### config.mk
export PLATFORM = sky130hd
export DESIGN_NAME = ahb_slave_arbiter
export DESIGN_NICKNAME = d
export VERILOG_FILES = /design/src/rtl/AHB_package.sv /design/src/rtl/ahb_rr_picker.sv /design/src/rtl/ahb_slave_arbiter.sv
export SDC_FILE = /design/constraint.sdc
export NUM_CORES = 1
export LEC_CHECK = 0
export CAP_MARGIN = 0
export CORE_ASPECT_RATIO = 0.8
export CORE_MARGIN = 3
export CORE_UTILIZATION = 60
export CTS_CLUSTER_DIAMETER = 120
export DETAILED_ROUTE_END_ITERATION = 12
export DONT_BUFFER_PORTS = 1
export PLACE_DENSITY = 0.76
export SKIP_LAST_GASP = 1
export SLEW_MARGIN = 10
export SYNTH_ARGS = -nofsm -noshare
export SYNTH_HDL_FRONTEND = slang
export SYNTH_SLANG_ARGS = --single-unit
### constraint.sdc
create_clock -name hclk -period 4.3 [get_ports hclk]
set_clock_uncertainty 0.15 [all_clocks]
set_input_delay 0.645 -clock hclk [delete_from_list [all_inputs] [get_ports hclk]]
set_output_delay 0.645 -clock hclk [all_outputs]
set_load 0.02 [all_outputs]
### src/rtl/AHB_package.sv
// AHB_package: shared AHB transfer/burst types for the interconnect arbiters.
//   htrans_type    - IDLE / BUSY / NONSEQ / SEQ transfer type
//   hburst_type    - SINGLE .. INCR16 burst type
//   burst_beats_m1 - number of beats in a burst minus one (0 for SINGLE/INCR)
package AHB_package;

    typedef enum logic [1:0] {
        IDLE   = 2'b00,
        BUSY   = 2'b01,
        NONSEQ = 2'b10,
        SEQ    = 2'b11
    } htrans_type;

    typedef enum logic [2:0] {
        SINGLE = 3'd0,
        INCR   = 3'd1,
        WRAP4  = 3'd2,
        INCR4  = 3'd3,
        WRAP8  = 3'd4,
        INCR8  = 3'd5,
        WRAP16 = 3'd6,
        INCR16 = 3'd7
    } hburst_type;

    // Undefined-length INCR loads 0 like SINGLE; its lock is held by the
    // transfer types, not the counter.
    function automatic logic [3:0] burst_beats_m1(input hburst_type burst);
        logic [3:0] beats;
        case (burst)
            WRAP4, INCR4:   beats = 4'd3;
            WRAP8, INCR8:   beats = 4'd7;
            WRAP16, INCR16: beats = 4'd15;
            default:        beats = 4'd0;
        endcase
        return beats;
    endfunction

endpackage

### src/rtl/ahb_rr_picker.sv
// ahb_rr_picker: combinational rotate-priority select. Searches hreq starting
// at rr_ptr, wrapping modulo MASTER_NUM, and returns the first requester.
//   hreq       in  - request vector
//   rr_ptr     in  - index where the search starts (tie to 0 for fixed priority)
//   win_onehot out - one-hot winner, zero when nobody requests
//   win_idx    out - index of the winner, 0 when nobody requests
//   win_valid  out - some master requests
module ahb_rr_picker #(
    parameter int unsigned MASTER_NUM = 4,
    parameter int unsigned MST_IDX_W  = $clog2(MASTER_NUM)
) (
    input  logic [MASTER_NUM-1:0] hreq,
    input  logic [MST_IDX_W-1:0]  rr_ptr,
    output logic [MASTER_NUM-1:0] win_onehot,
    output logic [MST_IDX_W-1:0]  win_idx,
    output logic                  win_valid
);

    int unsigned          pos;
    logic [MST_IDX_W-1:0] sel;

    always_comb begin
        win_onehot = '0;
        win_idx    = '0;
        win_valid  = 1'b0;
        pos        = 0;
        sel        = '0;
        for (int unsigned i = 0; i < MASTER_NUM; i++) begin
            pos = 32'(rr_ptr) + i;
            if (pos >= MASTER_NUM) begin
                pos = pos - MASTER_NUM;
            end
            sel = MST_IDX_W'(pos);
            if (!win_valid && hreq[sel]) begin
                win_valid       = 1'b1;
                win_onehot[sel] = 1'b1;
                win_idx         = sel;
            end
        end
    end

endmodule

### src/rtl/ahb_slave_arbiter.sv
// ahb_slave_arbiter: per-slave arbiter of the multi-layer interconnect.
// Grants the slave to one master at a time (round-robin) and keeps the grant
// for a whole burst. Define AHB_ARB_FIXED_PRIO_EN for lowest-index-wins
// priority instead of round-robin (burst locking unchanged).
//   hclk, hreset  in  - clock, asynchronous active-high reset
//   hreq          in  - per-master decoder request for this slave
//   htrans/hburst in  - per-master transfer and burst type
//   hready        in  - hreadyout of this slave
//   hgrant        out - registered one-hot owner (or zero)
//   hsel          out - address-phase slave select
//   haddr_mst_sel out - owner index for the address/control mux
//   hdata_mst_sel out - data-phase master index for wdata mux / response routing
//   hdata_valid   out - an accepted transfer is in its data phase
module ahb_slave_arbiter
    import AHB_package::*;
#(
    parameter int unsigned MASTER_NUM = 4,
    parameter int unsigned MST_IDX_W  = $clog2(MASTER_NUM)
) (
    input  logic                  hclk,
    input  logic                  hreset,
    input  logic [MASTER_NUM-1:0] hreq,
    input  htrans_type            htrans [MASTER_NUM],
    input  hburst_type            hburst [MASTER_NUM],
    input  logic                  hready,
    output logic [MASTER_NUM-1:0] hgrant,
    output logic                  hsel,
    output logic [MST_IDX_W-1:0]  haddr_mst_sel,
    output logic [MST_IDX_W-1:0]  hdata_mst_sel,
    output logic                  hdata_valid
);

    logic [MASTER_NUM-1:0] hgrant_q, hgrant_d;
    logic [3:0]            cnt_q, cnt_d;
    logic                  lock_q, lock_d;
    logic [MST_IDX_W-1:0]  dsel_q;
    logic                  dvalid_q;

    logic [MST_IDX_W-1:0]  owner;
    logic                  owner_valid;
    htrans_type            own_trans;
    hburst_type            own_burst;
    logic                  own_req;
    logic                  accept, acc_nonseq, acc_seq, arb;

    logic [MASTER_NUM-1:0] win_onehot;
    logic [MST_IDX_W-1:0]  win_idx;
    logic                  win_valid;
    logic [MST_IDX_W-1:0]  pick_ptr;

    always_comb begin
        owner = '0;
        for (int unsigned i = 0; i < MASTER_NUM; i++) begin
            if (hgrant_q[i]) begin
                owner = MST_IDX_W'(i);
            end
        end
    end

    assign owner_valid = |hgrant_q;
    assign own_trans   = htrans[owner];
    assign own_burst   = hburst[owner];
    assign own_req     = hreq[owner];

    assign hsel       = owner_valid & own_req & (own_trans != IDLE);
    assign accept     = hsel & hready & ((own_trans == NONSEQ) | (own_trans == SEQ));
    assign acc_nonseq = accept & (own_trans == NONSEQ);
    assign acc_seq    = accept & (own_trans == SEQ);

    ahb_rr_picker #(
        .MASTER_NUM(MASTER_NUM),
        .MST_IDX_W (MST_IDX_W)
    ) u_picker (
        .hreq      (hreq),
        .rr_ptr    (pick_ptr),
        .win_onehot(win_onehot),
        .win_idx   (win_idx),
        .win_valid (win_valid)
    );

    // The arbitration decision looks at the lock value this cycle produces,
    // so the first beat of a fixed burst is already protected and the last
    // beat's edge hands the slave over with no dead cycle.
    always_comb begin
        cnt_d    = cnt_q;
        lock_d   = lock_q;
        hgrant_d = hgrant_q;
        if (acc_nonseq) begin
            cnt_d  = burst_beats_m1(own_burst);
            lock_d = (own_burst != SINGLE);
        end else if (acc_seq) begin
            if (cnt_q == 4'd1) begin
                lock_d = 1'b0;
            end
            if (cnt_q != 4'd0) begin
                cnt_d = cnt_q - 4'd1;
            end
        end else if (hready && owner_valid && own_trans == IDLE) begin
            cnt_d  = 4'd0;
            lock_d = 1'b0;
        end

        arb = hready & (~owner_valid | ~own_req | (own_trans == IDLE) | ~lock_d);
        if (arb) begin
            hgrant_d = win_valid ? win_onehot : '0;
            cnt_d    = 4'd0;
            lock_d   = 1'b0;
        end
    end

    always_ff @(posedge hclk or posedge hreset) begin
        if (hreset) begin
            hgrant_q <= '0;
            cnt_q    <= '0;
            lock_q   <= 1'b0;
            dsel_q   <= '0;
            dvalid_q <= 1'b0;
        end else begin
            hgrant_q <= hgrant_d;
            cnt_q    <= cnt_d;
            lock_q   <= lock_d;
            if (hready) begin
                dsel_q   <= owner;
                dvalid_q <= accept;
            end
        end
    end

`ifdef AHB_ARB_FIXED_PRIO_EN
    logic unused_pick;
    assign unused_pick = ^win_idx;
    assign pick_ptr    = '0;
`else
    logic [MST_IDX_W-1:0] rr_ptr_q, rr_ptr_d;

    always_comb begin
        rr_ptr_d = rr_ptr_q;
        if (arb && win_valid) begin
            rr_ptr_d = (win_idx == MST_IDX_W'(MASTER_NUM - 1)) ? '0
                                                                : win_idx + MST_IDX_W'(1);
        end
    end

    always_ff @(posedge hclk or posedge hreset) begin
        if (hreset) begin
            rr_ptr_q <= '0;
        end else begin
            rr_ptr_q <= rr_ptr_d;
        end
    end

    assign pick_ptr = rr_ptr_q;
`endif

    assign hgrant        = hgrant_q;
    assign haddr_mst_sel = owner;
    assign hdata_mst_sel = dsel_q;
    assign hdata_valid   = dvalid_q;

endmodule
==> flow_results.org <==
** Placed design
- Placement-stage worst setup slack :: 916 ps
- Count of buffers from port buffering :: 0
- Post-detail-place hpwl :: 2970 µm
- Routability-driven placement finished with a final weighted congestion of 0.888.

** Routing
- The routed layout has 1503 vias.
- DRC :: 0
- The detail route stage leaves a number of antenna-violating nets equal to 0.
- Mean routed wirelength per cell :: 18.1 µm
- For this block, the initial DRC count from the detailed router was 139.
- After detailed routing, the total wire length is 4010 µm.
- Dividing the detail-routed via count by the number of cells gives 6.80.
- First-pass DRT Iterations :: 4

** CTS
- For the worst-skew pair, the clock arrives at the later sink with an insertion delay of 290 ps.
- Root cell of the clock tree :: clkbuf_4
- Max Buffers Root-to-Sink :: 2
- Clock-pin slew was measured on the worst setup and hold paths at 80 ps.
- Hold-fix buffer count after cts :: 0
- Clock buffers created by TritonCTS :: 3
- Post CTS Setup Buffer Count :: 0
- The tree built by TritonCTS fans out to 14 sinks.
- Post-CTS resize count :: 0
- TritonCTS built the clock tree.
- In this run the number of H-tree levels came out at 1.

** Synthesis
- Count of flip-flops with a built-in enable after synthesis :: 0
- In this run the mean area of a mapped cell was 8.28 µm².
- Cell type with the highest aggregate area in the netlist :: dfrtp_1
- The cell area that synthesis handed to floorplanning was 1610 µm².
- For this run, the register share of the synthesized area comes to 21.8%.
- Post-Syn Nets :: 230
- Ys flop type :: dfrtp_1
- In the post-synthesis netlist, the cell with the most instances is dfrtp_1.
- The number of different library cells used by synthesis comes to 56.
- Ranking of synthesized cells by instance count :: dfrtp_1, nor2_1, o21ai_0
- Async set or reset register ratio after synthesis :: 100%
- Most area-consuming cells after synthesis :: dfrtp_1, ha_1, mux2i_1
- Area share of the largest cell type after synthesis :: 21.8%
- Counting flops and latches in the post-synthesis netlist gives 14.
- Cells after synthesis :: 194
- For this run, the number of Yosys warnings is 0.

** Critical path
- Worst-case register-to-register setup slack :: 810 ps
- Data on the critical path is required at its endpoint by 4320 ps.
- Arrival time at the worst endpoint :: 3520 ps
- STA classifies the critical path endpoint as a flop.
- Reg2Reg Capture Point :: hgrant[1]
- Last element of the critical path :: hgrant[1]
- The critical path in this run is classified as reg -> reg.
- The worst setup path is launched from a flop.
- Maximum net fanout on the critical path :: 19
- Worst R2R Path Depth :: 7

** Die
- 37 I/O pins were placed.
- Core Box Area :: 2500 µm²
- The floorplan step defined a die boundary enclosing 3340 µm².
- Starting utilization of the core area :: 64.2%
- After floorplanning, the core was divided into 16 placement rows.
- Measured along the x axis, the die boundary spans 63.9 µm.
- Floorplan die height :: 52.3 µm

** Timing
- Count of final hold-check violations :: 0
- At the pin with the least slew margin, the transition time is 1130 ps.
- Aggregate negative setup slack :: 0 ps
- Relative max-transition margin :: 24.2%
- Peak Freq :: 286 MHz
- After layout, the worst setup slack is 805 ps.
- Number of setup violations in the final report :: 0
- Fraction of the cycle the final worst path needs :: 81.3%
- The max-slew violation total from the final report was 0.
- Counting I/O delays and the setup requirement, the final critical path takes 3490 ps.
- RSZ-0062 raised after global routing :: false

** Layout
- At the end of the flow, the number of nets in the layout was 223.
- The repair_antennas step left the layout with diodes totalling 0.
- Of the cells placed in the final design, the portion with a size suffix greater than 1 is 11.9%.
- The filler cells instantiated in the layout total 219.
- Area delta synth->final :: 0.545%

** Status
- Status :: finished, final reports clean

** GRT
- Entering global routing, the biggest net connects 20 pins.
- The number of global-route vias before repair came to 1414.
- Number of antenna violations at the first check in global routing :: 0
- Gr usage total :: 25.1%
- Total congestion overflow :: 0
- Wire length of the first global-routing pass :: 6570 µm

** Power and ir drop
- Static leakage :: 0.648 nW
- Maximum VDD drop :: 0.358 mV
- For this design the ratio of total power to cell area is 695 nW/µm².

** Min path
- The path class of the tightest hold or removal check is in -> async.

** Job
- The tool flagged a number of max-cap violations equal to 0.
==> layer usage <==
layer / global-route usage (%) / up-vias / part of all wire [%]
li1: - / 713 / -
met1: 35.4 / 709 / 47
met2: 37.9 / 72 / 43
met3: 6.44 / 9 / 8.9
met4: 6.45 / 0 / 1.1
met5: 0 / - / 0
==> report_power, final <==
group          internal, mW  switching, mW
logic                 0.319          0.445
registers             0.173          0.112
clock network        0.0326         0.0409
total                 0.524          0.598
==> logic make-up (layout without fill, tap and decap cells) <==
group,Yosys count,after routing,share of synthesized area [%]
mux,15,15,10.5
flops,14,14,21.8
buf+inv,25,16,6.93
fa+ha+maj,9,9,7.01
simple gates,63,63,21.7
compound gates,67,67,31.5
xor+xnor,1,1,0.545
==> through the flow <==
| stage | util, % | cells | hold WS (ps) | power, mW | cell area [µm²] |
|---|---|---|---|---|---|
| 2_1_floorplan | - | 194 | 347 | 0.914 | 1610 |
| 3_3_place_gp | 63.7 | 218 | 360 | 0.994 | 1590 |
| 3_5_place_dp | 63.7 | 218 | 378 | 1.03 | 1590 |
| 4_1_cts | 64.6 | 221 | 131 | 1.11 | 1620 |
| 5_1_grt | 64.6 | 221 | 147 | 1.21 | 1620 |
| 6_report | 64.6 | 221 | 123 | 1.12 | 1620 |
==> placed cells by master (no fill, tap or decap), types with 2 or more instances in the layout <==
| master | instances |
|---|---|
| a211oi_1 | 2 |
| a211oi_2 | 2 |
| a21o_1 | 2 |
| a21oi_1 | 10 |
| a22oi_1 | 9 |
| a31oi_1 | 3 |
| clkbuf_4 | 3 |
| dfrtp_1 | 14 |
| ha_1 | 9 |
| inv_1 | 11 |
| mux2_2 | 5 |
| mux2i_1 | 9 |
| nand2_1 | 10 |
| nand3_1 | 5 |
| nand4_1 | 2 |
| nor2_1 | 13 |
| nor2b_1 | 9 |
| nor3_1 | 7 |
| nor3b_1 | 3 |
| nor4_1 | 3 |
| o21a_1 | 4 |
| o21ai_0 | 12 |
| o22ai_1 | 3 |
| o31ai_1 | 6 |
==> worst min path at each step <==
stage                    end  slack, ps
finish              cnt_q[2]        120
global route        cnt_q[2]        150
CTS                 cnt_q[2]        130
detailed placement  cnt_q[1]        380
global placement    cnt_q[1]        360
floorplan           cnt_q[1]        350
==> sequential cells by signal (all words and copies together) (netlist names), named ones only <==
signal / cells
hdata_mst_sel: 2
cnt_q: 4
hdata_valid: 1
lock_q: 1
pick_ptr: 1
hgrant: 4
==> final cells by class <==
cell class | instances | area (µm²) | share of cell area [%]
timing repair buffer | 1 | 7.51 | 0.465
clock buffer | 3 | 22.5 | 1.39
tap | 36 | 45.0 | 2.79
sequential | 14 | 350 | 21.7
inverter | 12 | 45.0 | 2.79
multi-input combinational | 155 | 1140 | 70.9
==> critical path: stages, from the launching register on <==
cell and delay, ps:
dfrtp_1 750, inv_1 270, ha_1 600, mux4_2 660, a211oi_2 370, a22oi_1 120, o21a_1 210, o31ai_1 240
Power figures use the tool's default switching activity.
